`config.mk`:
```
export PLATFORM = sky130hd
export DESIGN_NAME = debounce_bank
export DESIGN_NICKNAME = d
export VERILOG_FILES = /design/src/rtl/debounce_bank.sv
export SDC_FILE = /design/constraint.sdc
export NUM_CORES = 1
export LEC_CHECK = 0
export ABC_AREA = 1
export BUFFER_PORTS_ARGS = -buffer_cell sky130_fd_sc_hd__buf_4
export CAP_MARGIN = 40
export CORE_MARGIN = 2
export CORE_UTILIZATION = 40
export CTS_CLUSTER_SIZE = 16
export DETAILED_ROUTE_END_ITERATION = 8
export GPL_TIMING_DRIVEN = 0
export SYNTH_ARGS = -nofsm -noshare
export SYNTH_HDL_FRONTEND = slang
export SYNTH_SLANG_ARGS = --single-unit
```
`constraint.sdc`:
```
create_clock -name clk -period 1.8 [get_ports clk]
set_input_delay 0.18 -clock clk [delete_from_list [all_inputs] [get_ports clk]]
set_output_delay 0.18 -clock clk [all_outputs]
set_load 0.05 [all_outputs]
```
`src/rtl/debounce_bank.sv`:
```
// Multi-channel push-button debouncer: synchroniser, stability-counter filter,
// registered level plus press/release/long-press pulses per channel.
module debounce_bank #(
  parameter int N_CH        = 4,
  parameter int DB_CYCLES   = 1000000,
  parameter int HOLD_CYCLES = 50000000,
  parameter int SYNC_STAGES = 2,
  parameter int ACTIVE_LOW  = 0
) (
  input  logic            clk,
  input  logic            rst,
  input  logic [N_CH-1:0] btn,
  output logic [N_CH-1:0] btn_state,
  output logic [N_CH-1:0] btn_down,
  output logic [N_CH-1:0] btn_up,
  output logic [N_CH-1:0] btn_long
);

  localparam int DB_W   = $clog2(DB_CYCLES + 1);
  localparam int HOLD_W = $clog2(HOLD_CYCLES + 1);
  localparam logic [DB_W-1:0]   DB_LAST   = DB_W'(DB_CYCLES - 1);
  localparam logic [HOLD_W-1:0] HOLD_LAST = HOLD_W'(HOLD_CYCLES - 1);
  localparam logic [HOLD_W-1:0] HOLD_MAX  = HOLD_W'(HOLD_CYCLES);

  logic [N_CH-1:0] sync_p [SYNC_STAGES];
  logic [N_CH-1:0] lvl;

  // Synchroniser stages
  always_ff @(posedge clk) begin
    if (rst) begin
      for (int i = 0; i < SYNC_STAGES; i++) sync_p[i] <= '0;
    end else begin
      sync_p[0] <= btn;
      for (int i = 1; i < SYNC_STAGES; i++) sync_p[i] <= sync_p[i-1];
    end
  end

  assign lvl = (ACTIVE_LOW != 0) ? ~sync_p[SYNC_STAGES-1] : sync_p[SYNC_STAGES-1];

  // Debounce and hold qualification, one independent slice per channel
  for (genvar g = 0; g < N_CH; g++) begin : g_ch
    logic [DB_W-1:0]   db_cnt;
    logic [HOLD_W-1:0] hold_cnt;
    logic              state_r;
    logic              down_r;
    logic              up_r;
    logic              long_r;

    always_ff @(posedge clk) begin
      if (rst) begin
        db_cnt   <= '0;
        hold_cnt <= '0;
        state_r  <= 1'b0;
        down_r   <= 1'b0;
        up_r     <= 1'b0;
        long_r   <= 1'b0;
      end else begin
        down_r <= 1'b0;
        up_r   <= 1'b0;
        // Any agreement with the accepted level restarts qualification
        if (lvl[g] == state_r) begin
          db_cnt <= '0;
        end else if (db_cnt == DB_LAST) begin
          db_cnt  <= '0;
          state_r <= lvl[g];
          down_r  <= lvl[g];
          up_r    <= ~lvl[g];
        end else begin
          db_cnt <= db_cnt + 1'b1;
        end

        if (!state_r) begin
          hold_cnt <= '0;
        end else if (hold_cnt != HOLD_MAX) begin
          hold_cnt <= hold_cnt + 1'b1;
        end
        long_r <= state_r && (hold_cnt == HOLD_LAST);
      end
    end

    assign btn_state[g] = state_r;
    assign btn_down[g]  = down_r;
    assign btn_up[g]    = up_r;
    assign btn_long[g]  = long_r;
  end

endmodule

```
### Yosys cells after proc, flatten, opt, wreduce, memory -nomap -nowiden

Memory sizes are Yosys's and may differ from the RTL's.
Cells that the tools add are included.

| word-level totals | value |
|---|---|
| memories | 1 |
| output and inout port bits | 16 |
| word-level logic and storage cells | 92 |
| input port bits | 6 |
| memory bits (writable) | 8 |
| register bits after elaboration | 200 |

Memory list:

| memory | depth | bits a word | rd ports | clocked after memory_dff | write ports | line | text |
|---|---|---|---|---|---|---|---|
| sync_p | 2 | 4 | 2 | 0 | 2 | 25 | `logic [N_CH-1:0] sync_p [SYNC_STAGES];` |

| operators by class | value |
|---|---|
| mux-type cells | 5 |
| eq/ne operators | 16 |
| $add $sub $neg | 8 |
| bitwise logic cells | 18 |
| reduce and logical (&&, ||, !) cells | 20 |

Operators with widths:

| kind | count |
|---|---|
| 26-bit by 1-bit adder with 26-bit output (second input constant) | 4 |
| 26-bit equality test (second input constant) | 4 |
| 26-bit != test (second input constant) | 4 |
| 20-bit by 1-bit adder with 20-bit output (second input constant) | 4 |
| 20-bit equality test (second input constant) | 4 |
| 3-bit OR reduction | 8 |
| 1-bit NOT | 16 |
| 4-bit 2-to-1 mux | 2 |
| 2-bit AND reduction | 4 |
| 2-bit OR reduction | 4 |
| 1-bit equality test | 4 |
| 1-bit logical AND | 4 |
| 1-bit 2-to-1 mux | 3 |
| 1-bit OR | 2 |

### Logic depth before layout (Yosys ltp)

| logic depth | value |
|---|---|
| depth in word-level cells | 3 |
| depth in mapped cells | 9 |
| depth with buffers taken out | 9 |

### Worst setup path after synthesis

OpenSTA, ideal clock, no wires.

| timing | value |
|---|---|
| path type | reg-to-reg |
| start | register g_ch[0].db_cnt[0] |
| end | register g_ch[0].db_cnt[13] |
| data required time | 1.685 ns |
| path slack | 0.364 ns |
| data arrival time | 1.322 ns |
| library setup time | 0.115 ns |
| cell stages (with the launch flop) | 10 |
| buffers on the path | 1 |
| period minus slack after synthesis | 1.436 ns |
| cells stage by stage | dfxtp_1 > ha_1 > inv_1 > nor2_4 > inv_2 > nor2_2 > nand3_2 > nand2_4 > buf_12 > nor2_2 |

| between the ends | value |
|---|---|
| cells in the longest elaborated chain, start to end | 2 |
| elaborated cells between the ends (all ways) | 3 |
| classes of those cells | add/sub (1); eq/ne (1); reduce/logical (1) |

RTL lines:

| element | line | text |
|---|---|---|
| start, declared | 42 | `logic [DB_W-1:0] db_cnt;` |
| start signal, assigned | 69 | `db_cnt <= db_cnt + 1'b1;` |
| branches (longest 2 deep; another with 20-bit by 1-bit adder with 20-bit output) | - |  |

Several ways; the timed one is not identified.
A chain may end at the register's enable or synchronous reset.

### Final worst setup path

Same ends and word-level chain as after synthesis.

==> impl_metrics.tcl <==
set metrics [dict create \
    post-route-period-util 0.9289 \
    worstMarginPinSlew_ns 0.5320 \
    syn_area_sq_um 11210 \
    worstReg2RegEnd "g_ch[0].db_cnt[13]$_SDFF_PP0_" \
    slew_violations 0 \
    yosys-top-cells-area "dfxtp_1 37%, nand2_1 15%, nor2_1 13%, inv_1 6.6%, nand3_1 5.9%" \
    root_buffer "clkbuf_16" \
    seqPwrFrac 0.461 \
    p_sw_mw 2.061 \
    crit_path_cell_trace "ha_1, inv_1, nor2_4, inv_2, nor2_2, nand3_2, nand2_4, buf_12, nor2_2" \
    async_flop_share 0 \
    grt_pass1_vias 9761 \
    synth_seq_cells 208 \
    place_inst 2166 \
    p_comb_frac 0.007 \
    final_util 0.4606 \
    p_int_mw 7.960 \
    synth_top_family_by_area "simple AND/OR/NAND/NOR gates" \
    syn2layout_area_growth_pct 13.87 \
    vias 10580 \
    r2r_cells 9 \
    p_leak_nw 3.798 \
    r2r_start "g_ch[0].db_cnt[0]$_SDFF_PP0_" \
    seq_area_frac_synth 0.3716 \
    synth_enable_flop_cells 0 \
    period_minus_slack_ns 1.672 \
    avgSynthCellArea_sq_um 6.339 \
    min_to "g_ch[1].long_r$_SDFF_PP0_" \
    antenna_found_initial 0 \
    h-tree-depth 1 \
    hold_class "in2reg" \
    timing.hold.ws_ns 0.2419 \
    switching_share 0.2057 \
    power_density_nw_per_um2 785.3 \
    critPathLaunchType "flip-flop" \
    total_power_mw 10.02 \
    synth_xor_area_frac 0.02501 \
    syn_nets 1786 \
    finalHoldViolations 0 \
    nets 1837 \
    netlist-cell-type-count 37 \
    skew_ns 0.007546 \
    peakVddDrop_v 0.0006466 \
    ys.flop_type "dfxtp_1" \
    rsz0062_at_grt "true" \
    detail_route.vias_per_cell 4.777 \
    grt_pass1_wl_mm 44.24 \
    cts_buffer_depth 3 \
    fmax_mhz 598.1 \
    endpoint_kind "flip-flop" \
    cts_tree "built" \
    synth_top_cell_by_area "dfxtp_1" \
    pwr-share-clk 0.532 \
    portBuffers 20 \
    reg2reg_slack_ns 0.13 \
    syn_inst 1768 \
    num_antenna_cells 0 \
    status "completed" \
    cp.required_ns 2.21 \
    yosys.area_share.adder 0.01340 \
    critPathSlowestCell "dfxtp_1" \
    layout.cells.non_filler 2215 \
    cap_violations 0 \
    cts_post_setup_buffers_inserted 0 \
    synthSimpleGateAreaFrac 0.4215 \
    core_region_area_sq_um 27710 \
    cpPeakStageDelay_ns 0.41 \
    clkTransAtPathRegs_ns 0.06 \
    route.detailed.drc 0 \
    final_cell_mix "449 x nand2_1, 385 x nor2_1, 207 x dfxtp_1, 197 x inv_1, 132 x nand3_1" \
    overflow 0 \
    dp_hpwl_mm 19.16 \
    nFillCells 2891 \
    final_common_cell "nand2_1" \
    grt_usage 0.1796 \
    die_area_sq_um 29370 \
    worstHoldStart "rst" \
    cp_common_cell "nor2_2" \
    setup_violations 0 \
    relSlewSlack 0.6454 \
    drive_gt1_frac 0.08547 \
    muxShareOfSynthArea 0 \
    gp_congestion 0.9103 \
    synth_warnings 0 \
    clock_sinks 208 \
    die_w_um 171.4 \
    cts_buffers 25 \
    placed_area_sq_um 11830 \
    avgRoutedWirePerCell_um 11.66 \
    ant_nets 0 \
    yosysTopAreaCellShare 0.3716 \
    die-height_um 171.4 \
    insertion_delay_ns 0.52 \
    drtPass1Iterations 4 \
    arrival_ns 2.08 \
    grt_max_degree 14 \
    drt_iter0_markers 638 \
    synth-compound-area-share 0.08150 \
    drt-total-wl_mm 25.82 \
    critPathMaxFanout 10 \
    critical_path_class "reg2reg" \
    start_util 0.4045 \
    fp-row-count 61 \
    hold_depth 4 \
    final_area_sq_um 12760 \
    ioPinCount 22 \
]
-- worst max-delay path, delay by kind of cell, from the launching register on --
family / cells / cell delay, ns
adders and majority gates: 1 / 0.24
and+or+nand+nor: 5 / 0.59
DFF: 1 / 0.41
buffers and inverters: 3 / 0.33
-- cell usage after synthesis, types with 7 or more instances --
library cell	instances
nand2_1	449
nor2_1	386
dfxtp_1	208
inv_1	197
nand3_1	132
a21oi_1	107
o21ai_0	59
nand4_1	38
nor2_2	27
nor3_1	24
buf_4	18
xnor2_1	16
xor2_1	16
nand3b_1	13
ha_1	12
buf_2	11
nor2_4	8
nand3_2	7
-- area by class of cell --
| class | instances | area (sq um) | share of cell area |
|---|---|---|---|
| multi-input cells | 1326 | 6077 | 0.4762 |
| flip-flops and latches | 208 | 4165 | 0.3264 |
| inverters | 200 | 750.7 | 0.05883 |
| clock buffers | 31 | 698.2 | 0.05471 |
| well taps | 378 | 473.0 | 0.03706 |
| plain buffers | 34 | 225.2 | 0.01765 |
| repair buffers | 24 | 190.2 | 0.01490 |
| clock inverters | 14 | 181.4 | 0.01422 |
-- what timing repair did --
item,CTS,global route
hold endpoints to repair,4,0
hold buffers,4,0
setup endpoints to repair,0,32
gates resized for setup,0,5
-- state kept, by name, summed over array words and instances, names as in the netlist --
name,flops
g_ch.up_r,4
g_ch.down_r,4
g_ch.long_r,4
g_ch.hold_cnt,104
g_ch.db_cnt,80
g_ch.state_r,4
sync_p,8
-- power by group through the flow --
stage	combinational, mW	clock [mW]	sequential (mW)
4_1_cts	0.0742	5.50	4.62
6_report	0.0723	5.33	4.62
3_3_place_gp	0.0663	0	4.72
5_1_grt	0.0808	5.68	4.62
2_1_floorplan	0.0404	0	4.72
3_5_place_dp	0.0667	0	4.72
-- layer usage --
layer | share of wire | wire length [um] | track usage
met5 | 0 | 0 | 0
met4 | 0.026 | 667 | 0.04937
met3 | 0.036 | 931 | 0.02186
met2 | 0.44 | 11430 | 0.3075
met1 | 0.50 | 12790 | 0.2385
-- how the worst max path moves through the flow --
stage,from,to,depth (start not counted)
global route,g_ch[0].db_cnt[0]$_SDFF_PP0_,g_ch[0].down_r$_SDFF_PP0_,7
global placement,g_ch[2].hold_cnt[0]$_SDFFE_PP0P_,g_ch[2].hold_cnt[20]$_SDFFE_PP0P_,8
floorplan,g_ch[0].db_cnt[0]$_SDFF_PP0_,g_ch[0].db_cnt[13]$_SDFF_PP0_,9
detailed placement,g_ch[1].db_cnt[0]$_SDFF_PP0_,g_ch[1].db_cnt[11]$_SDFF_PP0_,7
CTS,g_ch[1].db_cnt[0]$_SDFF_PP0_,g_ch[1].state_r$_SDFFE_PP0P_,6
finish,g_ch[0].db_cnt[0]$_SDFF_PP0_,g_ch[0].db_cnt[13]$_SDFF_PP0_,9
-- logic make-up (layout without fill, tap and decap cells) --
| family | Yosys count | count (layout) |
|---|---|---|
| AO/OA/AOI/OAI | 177 | 177 |
| flip-flops | 208 | 208 |
| adder cells (fa/ha/maj) | 12 | 12 |
| XOR/XNOR | 32 | 32 |
| AND/OR/NAND/NOR | 1105 | 1105 |
| buffers and inverters | 234 | 303 |
-- through the flow --
stage                     worst slack [ns]   TNS [ns]
final                               0.1279          0
after floorplan                     0.3635          0
after detailed placement            0.1090          0
after CTS                          0.06529          0
after global routing             -0.002028  -0.002028
after global placement              0.1112          0
(Power assumes the default switching activity.)
